$ cat src/rtl/tdm_demux4.sv
// Serial TDM demultiplexer: reassembles 4-slot frames from a 1-bit stream into a parallel word.
// Optional DEMUX_PARITY_EN adds a fifth even-parity slot and drives par_err.
module tdm_demux4 (
  input  logic       clk,
  input  logic       rst,
  input  logic       din,
  input  logic       din_valid,
  input  logic       sync,
  output logic [3:0] q,
  output logic       q_valid,
`ifdef DEMUX_PARITY_EN
  output logic [2:0] slot,
`else
  output logic [1:0] slot,
`endif
  output logic       frame_err,
  output logic       par_err
);

`ifdef DEMUX_PARITY_EN
  localparam int SW = 3;
  localparam logic [SW-1:0] LAST_SLOT = 3'd4;
`else
  localparam int SW = 2;
  localparam logic [SW-1:0] LAST_SLOT = 2'd3;
`endif

  typedef enum logic {HUNT, RUN} state_t;

  state_t          state, state_n;
  logic [SW-1:0]   slot_n;
  logic [3:0]      shadow, shadow_n;
  logic [3:0]      word, word_n;
  logic [3:0]      q_n;
  logic            pend_ok, pend_ok_n;
  logic            q_valid_n, frame_err_n;
`ifdef DEMUX_PARITY_EN
  logic            pend_par, pend_par_n;
`endif

  // A completed frame is parked in word/pend_ok for one cycle so q and the
  // pulses land one clock after the last-slot edge, leaving shadow free for
  // a back-to-back slot-0 capture on that same edge.
  always_comb begin
    state_n     = state;
    slot_n      = slot;
    shadow_n    = shadow;
    word_n      = word;
    pend_ok_n   = 1'b0;
    frame_err_n = 1'b0;
    q_valid_n   = pend_ok;
    q_n         = pend_ok ? word : q;
`ifdef DEMUX_PARITY_EN
    pend_par_n  = 1'b0;
`endif
    if (din_valid) begin
      if (state == HUNT) begin
        if (sync) begin
          shadow_n[0] = din;
          slot_n      = SW'(1);
          state_n     = RUN;
        end
      end else if (sync && (slot != '0)) begin
        // Misaligned sync: drop the partial frame and realign on this bit.
        frame_err_n = 1'b1;
        shadow_n[0] = din;
        slot_n      = SW'(1);
      end else if (slot == LAST_SLOT) begin
        slot_n = '0;
`ifdef DEMUX_PARITY_EN
        if ((^shadow) == din) begin
          word_n    = shadow;
          pend_ok_n = 1'b1;
        end else begin
          pend_par_n = 1'b1;
        end
`else
        shadow_n[3] = din;
        word_n      = shadow_n;
        pend_ok_n   = 1'b1;
`endif
      end else begin
        shadow_n[slot[1:0]] = din;
        slot_n              = slot + SW'(1);
      end
    end
  end

  always_ff @(posedge clk or posedge rst) begin
    if (rst) begin
      state     <= HUNT;
      slot      <= '0;
      shadow    <= '0;
      word      <= '0;
      pend_ok   <= 1'b0;
      q         <= '0;
      q_valid   <= 1'b0;
      frame_err <= 1'b0;
    end else begin
      state     <= state_n;
      slot      <= slot_n;
      shadow    <= shadow_n;
      word      <= word_n;
      pend_ok   <= pend_ok_n;
      q         <= q_n;
      q_valid   <= q_valid_n;
      frame_err <= frame_err_n;
    end
  end

`ifdef DEMUX_PARITY_EN
  always_ff @(posedge clk or posedge rst) begin
    if (rst) begin
      pend_par <= 1'b0;
      par_err  <= 1'b0;
    end else begin
      pend_par <= pend_par_n;
      par_err  <= pend_par;
    end
  end
`else
  assign par_err = 1'b0;
`endif

endmodule

$ cat config.mk
export PLATFORM = sky130hd
export DESIGN_NAME = tdm_demux4
export DESIGN_NICKNAME = d
export VERILOG_FILES = /design/src/rtl/tdm_demux4.sv
export SDC_FILE = /design/constraint.sdc
export NUM_CORES = 1
export LEC_CHECK = 0
export CORE_MARGIN = 1
export CORE_UTILIZATION = 35
export CTS_BUF_LIST = sky130_fd_sc_hd__clkbuf_4
export CTS_CLUSTER_SIZE = 30
export DETAILED_ROUTE_END_ITERATION = 12
export PLACE_DENSITY = 0.66
export SYNTH_ARGS = -nofsm -noshare
export SYNTH_HDL_FRONTEND = slang
export SYNTH_SLANG_ARGS = --single-unit
$ cat constraint.sdc
create_clock -name clk -period 2.1 [get_ports clk]
set_input_delay 0.315 -clock clk [delete_from_list [all_inputs] [get_ports clk]]
set_output_delay 0.315 -clock clk [all_outputs]
set_load 0.005 [all_outputs]
==> qor.yml, run 1 <==
status:
  run_status: "finished, final reports clean"
min_path:
  hold_path.class: "in -> async"
synth:
  ys_seq_elements: 17
  post_synth_adder_cell_area: 0.0649
  yosys.cell_count.top_type: "sky130_fd_sc_hd__dfrtp_1"
  yosys.area_share.xor_xnor: 0
  post_synth_num_cell_types: 20
  async_flop_share: 1.00
  synth_top_family_by_area: "multiplexers"
  synth-warning-count: 0
  synth_compound_gate_area_share: 0.0649
  postSynthAreaPerCell_um2: 14.3
  ys_top_cells_by_area: "sky130_fd_sc_hd__dfrtp_1, sky130_fd_sc_hd__mux2_2, sky130_fd_sc_hd__mux2_4"
  library_cell_occupying_the_most_area_in_the_post_synthesis_netlist: "sky130_fd_sc_hd__dfrtp_1"
  synth.top_cell.area_share: 0.552
  synth.cell_area_um2: 771
  synth.area.mux_share: 0.180
  yosysSeqAreaShare: 0.552
  synth-edff-count: 0
  synth_commonest_cells: "sky130_fd_sc_hd__dfrtp_1, sky130_fd_sc_hd__mux2_2, sky130_fd_sc_hd__ha_1, sky130_fd_sc_hd__inv_1, sky130_fd_sc_hd__mux2_4"
  postSynthCellCount: 54
  synth-simple-area-share: 0.0893
  syn-num-nets: 63
  most_used_flip_flop_cell_after_synthesis: "sky130_fd_sc_hd__dfrtp_1"
cts:
  clock_path_buffers: 2
  tritoncts: "done"
  tritoncts.num_buffers: 3
  clkSinkCount: 17
  root_buffer: "sky130_fd_sc_hd__clkbuf_4"
  cts_resized: 0
  cts_hold_buffers: 0
  cts_setup_buffers: 0
  clk_latency_ns: 0.28
  cts.clk_slew.worst_paths_ns: 0.09
  cts_htree_levels: 1
floorplan:
  floorplan.initialDensity: 0.381
  fp.coreArea_mm2: 0.00202
  die-area_mm2: 0.00239
  row_count: 16
  die_w_um: 48.9
  ios: 14
  die_h_um: 48.9
cells_and_area:
  insertedDiodeCount: 0
  instances_no_fill: 95
  final_layout_size_suffix_gt1_frac: 0.324
  area_delta_synth_final_pct: 21.4
  finish.net_count: 78
  layout.core_utilization: 0.463
timing:
  final.period_utilization: 0.766
  final_max_slew_viol_count: 0
  slew_headroom: 0.590
  period_needed_ns: 1.61
  final.setup.tns_ns: 0
  final-hold-violation-count: 0
  clock.fmax_mhz: 621
  unrepaired_setup_endpoints_after_global_routing: "false"
  final_setup_violation_count: 0
  worst_margin_pin_slew_ns: 0.615
  clock-skew-final_ns: 0.00508
place:
  dpl.cell_count: 91
  dp_hpwl_um: 803
  numPortBuffers: 12
  final_weighted_congestion_of_routability_driven_global_placement: 0.730
pwr:
  clock_power_share: 0.162
  seq_power_share: 0.479
  cellPowerDensity_mw_per_mm2: 1180
  cellLeakagePower_uw: 0.000427
  power.share.combinational: 0.359
  internal-power_uw: 813
  switching_share: 0.262
  vdd.ir_drop.worst_mv: 0.502
  p_switching_uw: 288
detailed_routing:
  drt-pass1-iter-count: 3
  antenna_violating_nets_post_route: 0
  drt_first_iter_violations: 2
  route.detailed.vias_per_inst: 4.59
  drt_wl_total_um: 1040
  vias: 436
  wire_per_inst_um: 11.0
  drc: 0
setup_path:
  timing.setup.critical_path_class: "reg -> reg"
  critPathLaunchType: "flip-flop"
  cp_data_arrival_time_ns: 1.78
  timing.critical_path.required_ns: 2.27
  timing.reg2reg.setup_slack_ns: 0.49
  setup.worst_path.end_class: "flip-flop"
  worst-path-max-fanout: 5
run:
  cap_violations: 0
grt:
  gr-usage-all-layers: 0.104
  antenna_found_initial: 0
  grt_pass1_wl_um: 1840
  globalRoute.totalOverflow: 0
  first_global_vias: 439
  grt_start_max_net_pins: 18
## power groups by stage
stage | Clock (uW) | Combinational, uW | Sequential (uW)
final | 179 | 395 | 527
after global routing | 205 | 429 | 544
after CTS | 186 | 401 | 531
after global placement | 0 | 396 | 533
after detailed placement | 0 | 399 | 538
after floorplan | 0 | 248 | 525
## state kept, by name, indices dropped and copies added, names as in the netlist
name,count
shadow,3
frame_err,1
state,1
slot,2
word,4
pend_ok,1
q,4
q_valid,1
## critical path, cell delays in order (launching register included)
cell	delay [ns]
sky130_fd_sc_hd__dfrtp_1	0.44
sky130_fd_sc_hd__inv_1	0.12
sky130_fd_sc_hd__ha_1	0.19
sky130_fd_sc_hd__nand2b_1	0.19
sky130_fd_sc_hd__and3_4	0.27
sky130_fd_sc_hd__mux2_4	0.30
## cell type report
cell class,instances,area (um2)
clock buffer,4,30.0
fill,196,1090
inverter,4,15.0
multi-input combinational,31,312
sequential,17,425
tap,27,33.8
timing repair buffer,12,120
## cell families after synthesis
group           Yosys count
flops                    17
mux                      11
simple gates              9
buf+inv                   6
other cells               1
compound gates            6
fa+ha+maj                 4
## path summary, 6_finish.rpt
path	start	to	cells past startpoint
worst max-delay path	slot[0]	word[0]	5
worst min-delay path	rst	shadow[2]	2
worst max register to register	slot[0]	word[0]	5
worst min register to register	pend_ok	q_valid	0
max in group asynchronous	rst	q[0]	2
min in group clk	pend_ok	q_valid	0
## per-stage QoR
stage	cell area [um2]	power, uW	hold slack, ns	setup slack [ns]
finish	936	1100	0.403	0.490
global route	936	1180	0.472	0.396
global placement	906	930	0.483	0.368
CTS	936	1120	0.429	0.474
detailed placement	906	936	0.492	0.342
floorplan	771	772	0.241	0.529
## per-layer routing
layer,up-vias,part of all wire,GRT usage
met5,-,0,0
met4,0,0.0086,0.0735
met3,2,0.047,0.0280
met2,11,0.45,0.153
met1,208,0.49,0.132
li1,215,-,-
## cell usage in the layout (no fill, tap or decap), types with 2 or more instances in the layout
cell / n
sky130_fd_sc_hd__a32o_1: 2
sky130_fd_sc_hd__mux2_4: 4
sky130_fd_sc_hd__and4_2: 2
sky130_fd_sc_hd__dfrtp_1: 17
sky130_fd_sc_hd__ha_1: 4
sky130_fd_sc_hd__mux2_2: 7
sky130_fd_sc_hd__inv_1: 4
sky130_fd_sc_hd__nand2_1: 2
sky130_fd_sc_hd__clkbuf_4: 4
sky130_fd_sc_hd__clkdlybuf4s50_1: 12
No activity file was read; power rests on OpenSTA's default activity.
==> run 2, diff against run 1 <==
==> constraint.sdc (replaced) <==
create_clock -name clk -period 1.5 [get_ports clk]
set_input_delay 0.225 -clock clk [delete_from_list [all_inputs] [get_ports clk]]
set_output_delay 0.225 -clock clk [all_outputs]
set_load 0.005 [all_outputs]
==> run 2 against run 1 <==
Power is 61% higher. Via count is 19% higher. Largest cell class unchanged. Global-route usage is 0.73 points higher. Highest routed layer unchanged. Sequential share of layout area is 5.7 points lower. Utilization is 6.7 points higher. Sequential cell count stayed put. Count of clock-buffer cells in the layout is 1 lower.
==> qor.yml, run 2 (same netlist as run 1, synthesis figures left out) <==
cells_and_area:
  finish.net_count: 90  # +15%
  combined_area_of_the_multi_input_logic_cells_um2: 354  # +14%
  instances_no_fill: 107  # +13%
  final_layout_size_suffix_gt1_frac: 0.500  # +0.176
  area_delta_synth_final_pct: 39.1
  fin_area_mm2: 0.00107  # +15%
  layout.cells.most_common_list: "sky130_fd_sc_hd__dfrtp_1, sky130_fd_sc_hd__clkdlybuf4s50_1, sky130_fd_sc_hd__buf_4"
  most_common_cell_after_layout_fill_and_taps_aside: "sky130_fd_sc_hd__dfrtp_1"
  seq_area_um2: 427  # +0.29%
  insertedDiodeCount: 0  # unchanged
  layout_top_registers: "q (4), word (4), shadow (3)"
  num-fill-cells: 182  # -7.1%
grt:
  globalRoute.totalOverflow: 0  # unchanged
  grt_start_max_net_pins: 18  # unchanged
  grt_pass1_wl_um: 1970  # +7.5%
  first_global_vias: 453  # +3.2%
  gr-usage-all-layers: 0.112  # +0.00730
  global_route.usage.met1: 0.124  # -0.00789
  routing_usage_on_met3: 0.0530  # +0.0249
  antenna_found_initial: 0  # unchanged
  global_route.peak_usage_layer: "met2"
  met2_usage: 0.183  # +0.0301
setup_path:
  critical_path.reg2reg.endpoint: "word[0]"
  worst_setup_path_startpoint: "slot[0]"
  timing.reg2reg.setup_slack_ns: 0.003  # -0.49 ns
  endpoint: "word[0]"
  timing.critical_path.required_ns: 1.68  # -0.59 ns
  worst_r2r_path_depth: 5  # unchanged
  r2r_start: "slot[0]"
  worst-path-max-fanout: 5  # unchanged
  critPathLaunchType: "flip-flop"
  timing.setup.critical_path_class: "reg -> reg"
  setup.worst_path.end_class: "flip-flop"
  cp_data_arrival_time_ns: 1.68  # -0.10 ns
place:
  dp_hpwl_um: 874  # +8.8%
  preCtsSetupSlack_ns: -0.0872  # -0.430 ns
  placed_cell_area_um2: 968  # +6.9%
  final_weighted_congestion_of_routability_driven_global_placement: 0.771  # +5.6%
  dpl.cell_count: 98  # +7.7%
  numPortBuffers: 12  # unchanged
pwr:
  cellPowerDensity_mw_per_mm2: 1660  # +41%
  p_switching_uw: 495  # +72%
  internal-power_uw: 1280  # +58%
  power.share.combinational: 0.443  # +0.084
  clock_power_share: 0.140  # -0.022
  seq_power_share: 0.417  # -0.062
  vdd.ir_drop.worst_mv: 0.981  # +95%
  switching_share: 0.279  # +0.0170
  cellLeakagePower_uw: 0.000501  # +17%
detailed_routing:
  antenna_violating_nets_post_route: 0  # unchanged
  drt-pass1-iter-count: 4  # +1
  drc: 0  # unchanged
  drt_wl_total_um: 1260  # +21%
  drt_first_iter_violations: 8  # +6
  wire_per_inst_um: 11.8  # +7.6%
  vias: 519  # +19%
  route.detailed.vias_per_inst: 4.85  # +5.7%
floorplan:
  fp.coreArea_mm2: 0.00202  # unchanged
  die_w_um: 48.9  # unchanged
  floorplan.initialDensity: 0.381  # unchanged
  die_h_um: 48.9  # unchanged
  die-area_mm2: 0.00239  # unchanged
  row_count: 16  # unchanged
  ios: 14  # unchanged
cts:
  clkSinkCount: 17  # unchanged
  tritoncts: "done"
  clock_path_buffers: 2  # unchanged
  root_buffer: "sky130_fd_sc_hd__clkbuf_4"
  cts.clk_slew.worst_paths_ns: 0.11  # +0.02 ns
  clk_latency_ns: 0.30  # +0.02 ns
  cts_htree_levels: 1  # unchanged
  tritoncts.num_buffers: 3  # unchanged
  cts_hold_buffers: 0  # unchanged
timing:
  clock.fmax_mhz: 668  # +7.5%
  fin_worst_setup_slack_ns: 0.00265  # -0.488 ns
  final.period_utilization: 0.998  # +0.232
  clock-skew-final_ns: 0.0107  # +0.00565 ns
  period_needed_ns: 1.50  # -0.112 ns
  final_max_slew_viol_count: 0  # unchanged
  final-hold-violation-count: 0  # unchanged
  unrepaired_setup_endpoints_after_global_routing: "true"
  final_setup_violation_count: 0  # unchanged
run:
  cap_violations: 0  # unchanged
min_path:
  hold_path.class: "in -> async"
status:
  run_status: "finished, final reports clean"
-- run 2: worst max-delay path, cell delays in order, from the launching register on --
cell                       delay [ns]
sky130_fd_sc_hd__dfrtp_2         0.46
sky130_fd_sc_hd__inv_2           0.09
sky130_fd_sc_hd__ha_4            0.14
sky130_fd_sc_hd__nand2b_4        0.14
sky130_fd_sc_hd__and3_4          0.24
sky130_fd_sc_hd__mux2_4          0.30
-- run 2: repair_timing --
action,CTS,global route
gates cloned,0,0
pin swaps,1,2
endpoints found under the setup margin,7,7
gates resized for setup,4,9
buffers inserted,2,3
-- run 2: worst min-delay path by stage --
stage | endpoint | slack [ns] | from | cells after the start
after CTS | state | 0.22 | rst | 3
final | state | 0.22 | rst | 3
after detailed placement | q_valid | 0.49 | pend_ok | 0
after global placement | q_valid | 0.48 | pend_ok | 0
after global routing | word[2] | 0.25 | rst | 3
after floorplan | frame_err | 0.15 | rst | 1
-- run 2: layout make-up --
| type | instances | share of cell area |
|---|---|---|
| flip-flops and latches | 17 | 0.398 |
| well taps | 27 | 0.0315 |
| inverters | 4 | 0.0140 |
| repair buffers | 24 | 0.201 |
| clock inverters | 1 | 0.00467 |
| clock buffers | 3 | 0.0210 |
| multi-input cells | 31 | 0.330 |
-- run 2: through the flow --
step                hold slack (ns)  TNS, ns   util  total power (uW)
floorplan                     0.151        0      -              1100
global route                  0.250   -0.111  0.530              1890
global placement              0.480   -0.458  0.479              1380
finish                        0.216        0  0.530              1780
detailed placement            0.488   -0.573  0.479              1390
CTS                           0.225        0  0.506              1680
-- run 2: metal layers --
| metal | up-vias | routed length, um |
|---|---|---|
| met5 | - | 0 |
| met3 | 2 | 79 |
| met2 | 18 | 611 |
| met4 | 0 | 9 |
| li1 | 241 | - |
| met1 | 258 | 561 |
-- run 2: power groups by stage --
| stage | clock network (uW) | registers, uW | logic (uW) |
|---|---|---|---|
| after floorplan | 0 | 736 | 362 |
| after global placement | 0 | 737 | 643 |
| after detailed placement | 0 | 742 | 649 |
| after CTS | 256 | 730 | 695 |
| after global routing | 278 | 765 | 845 |
| final | 249 | 741 | 787 |
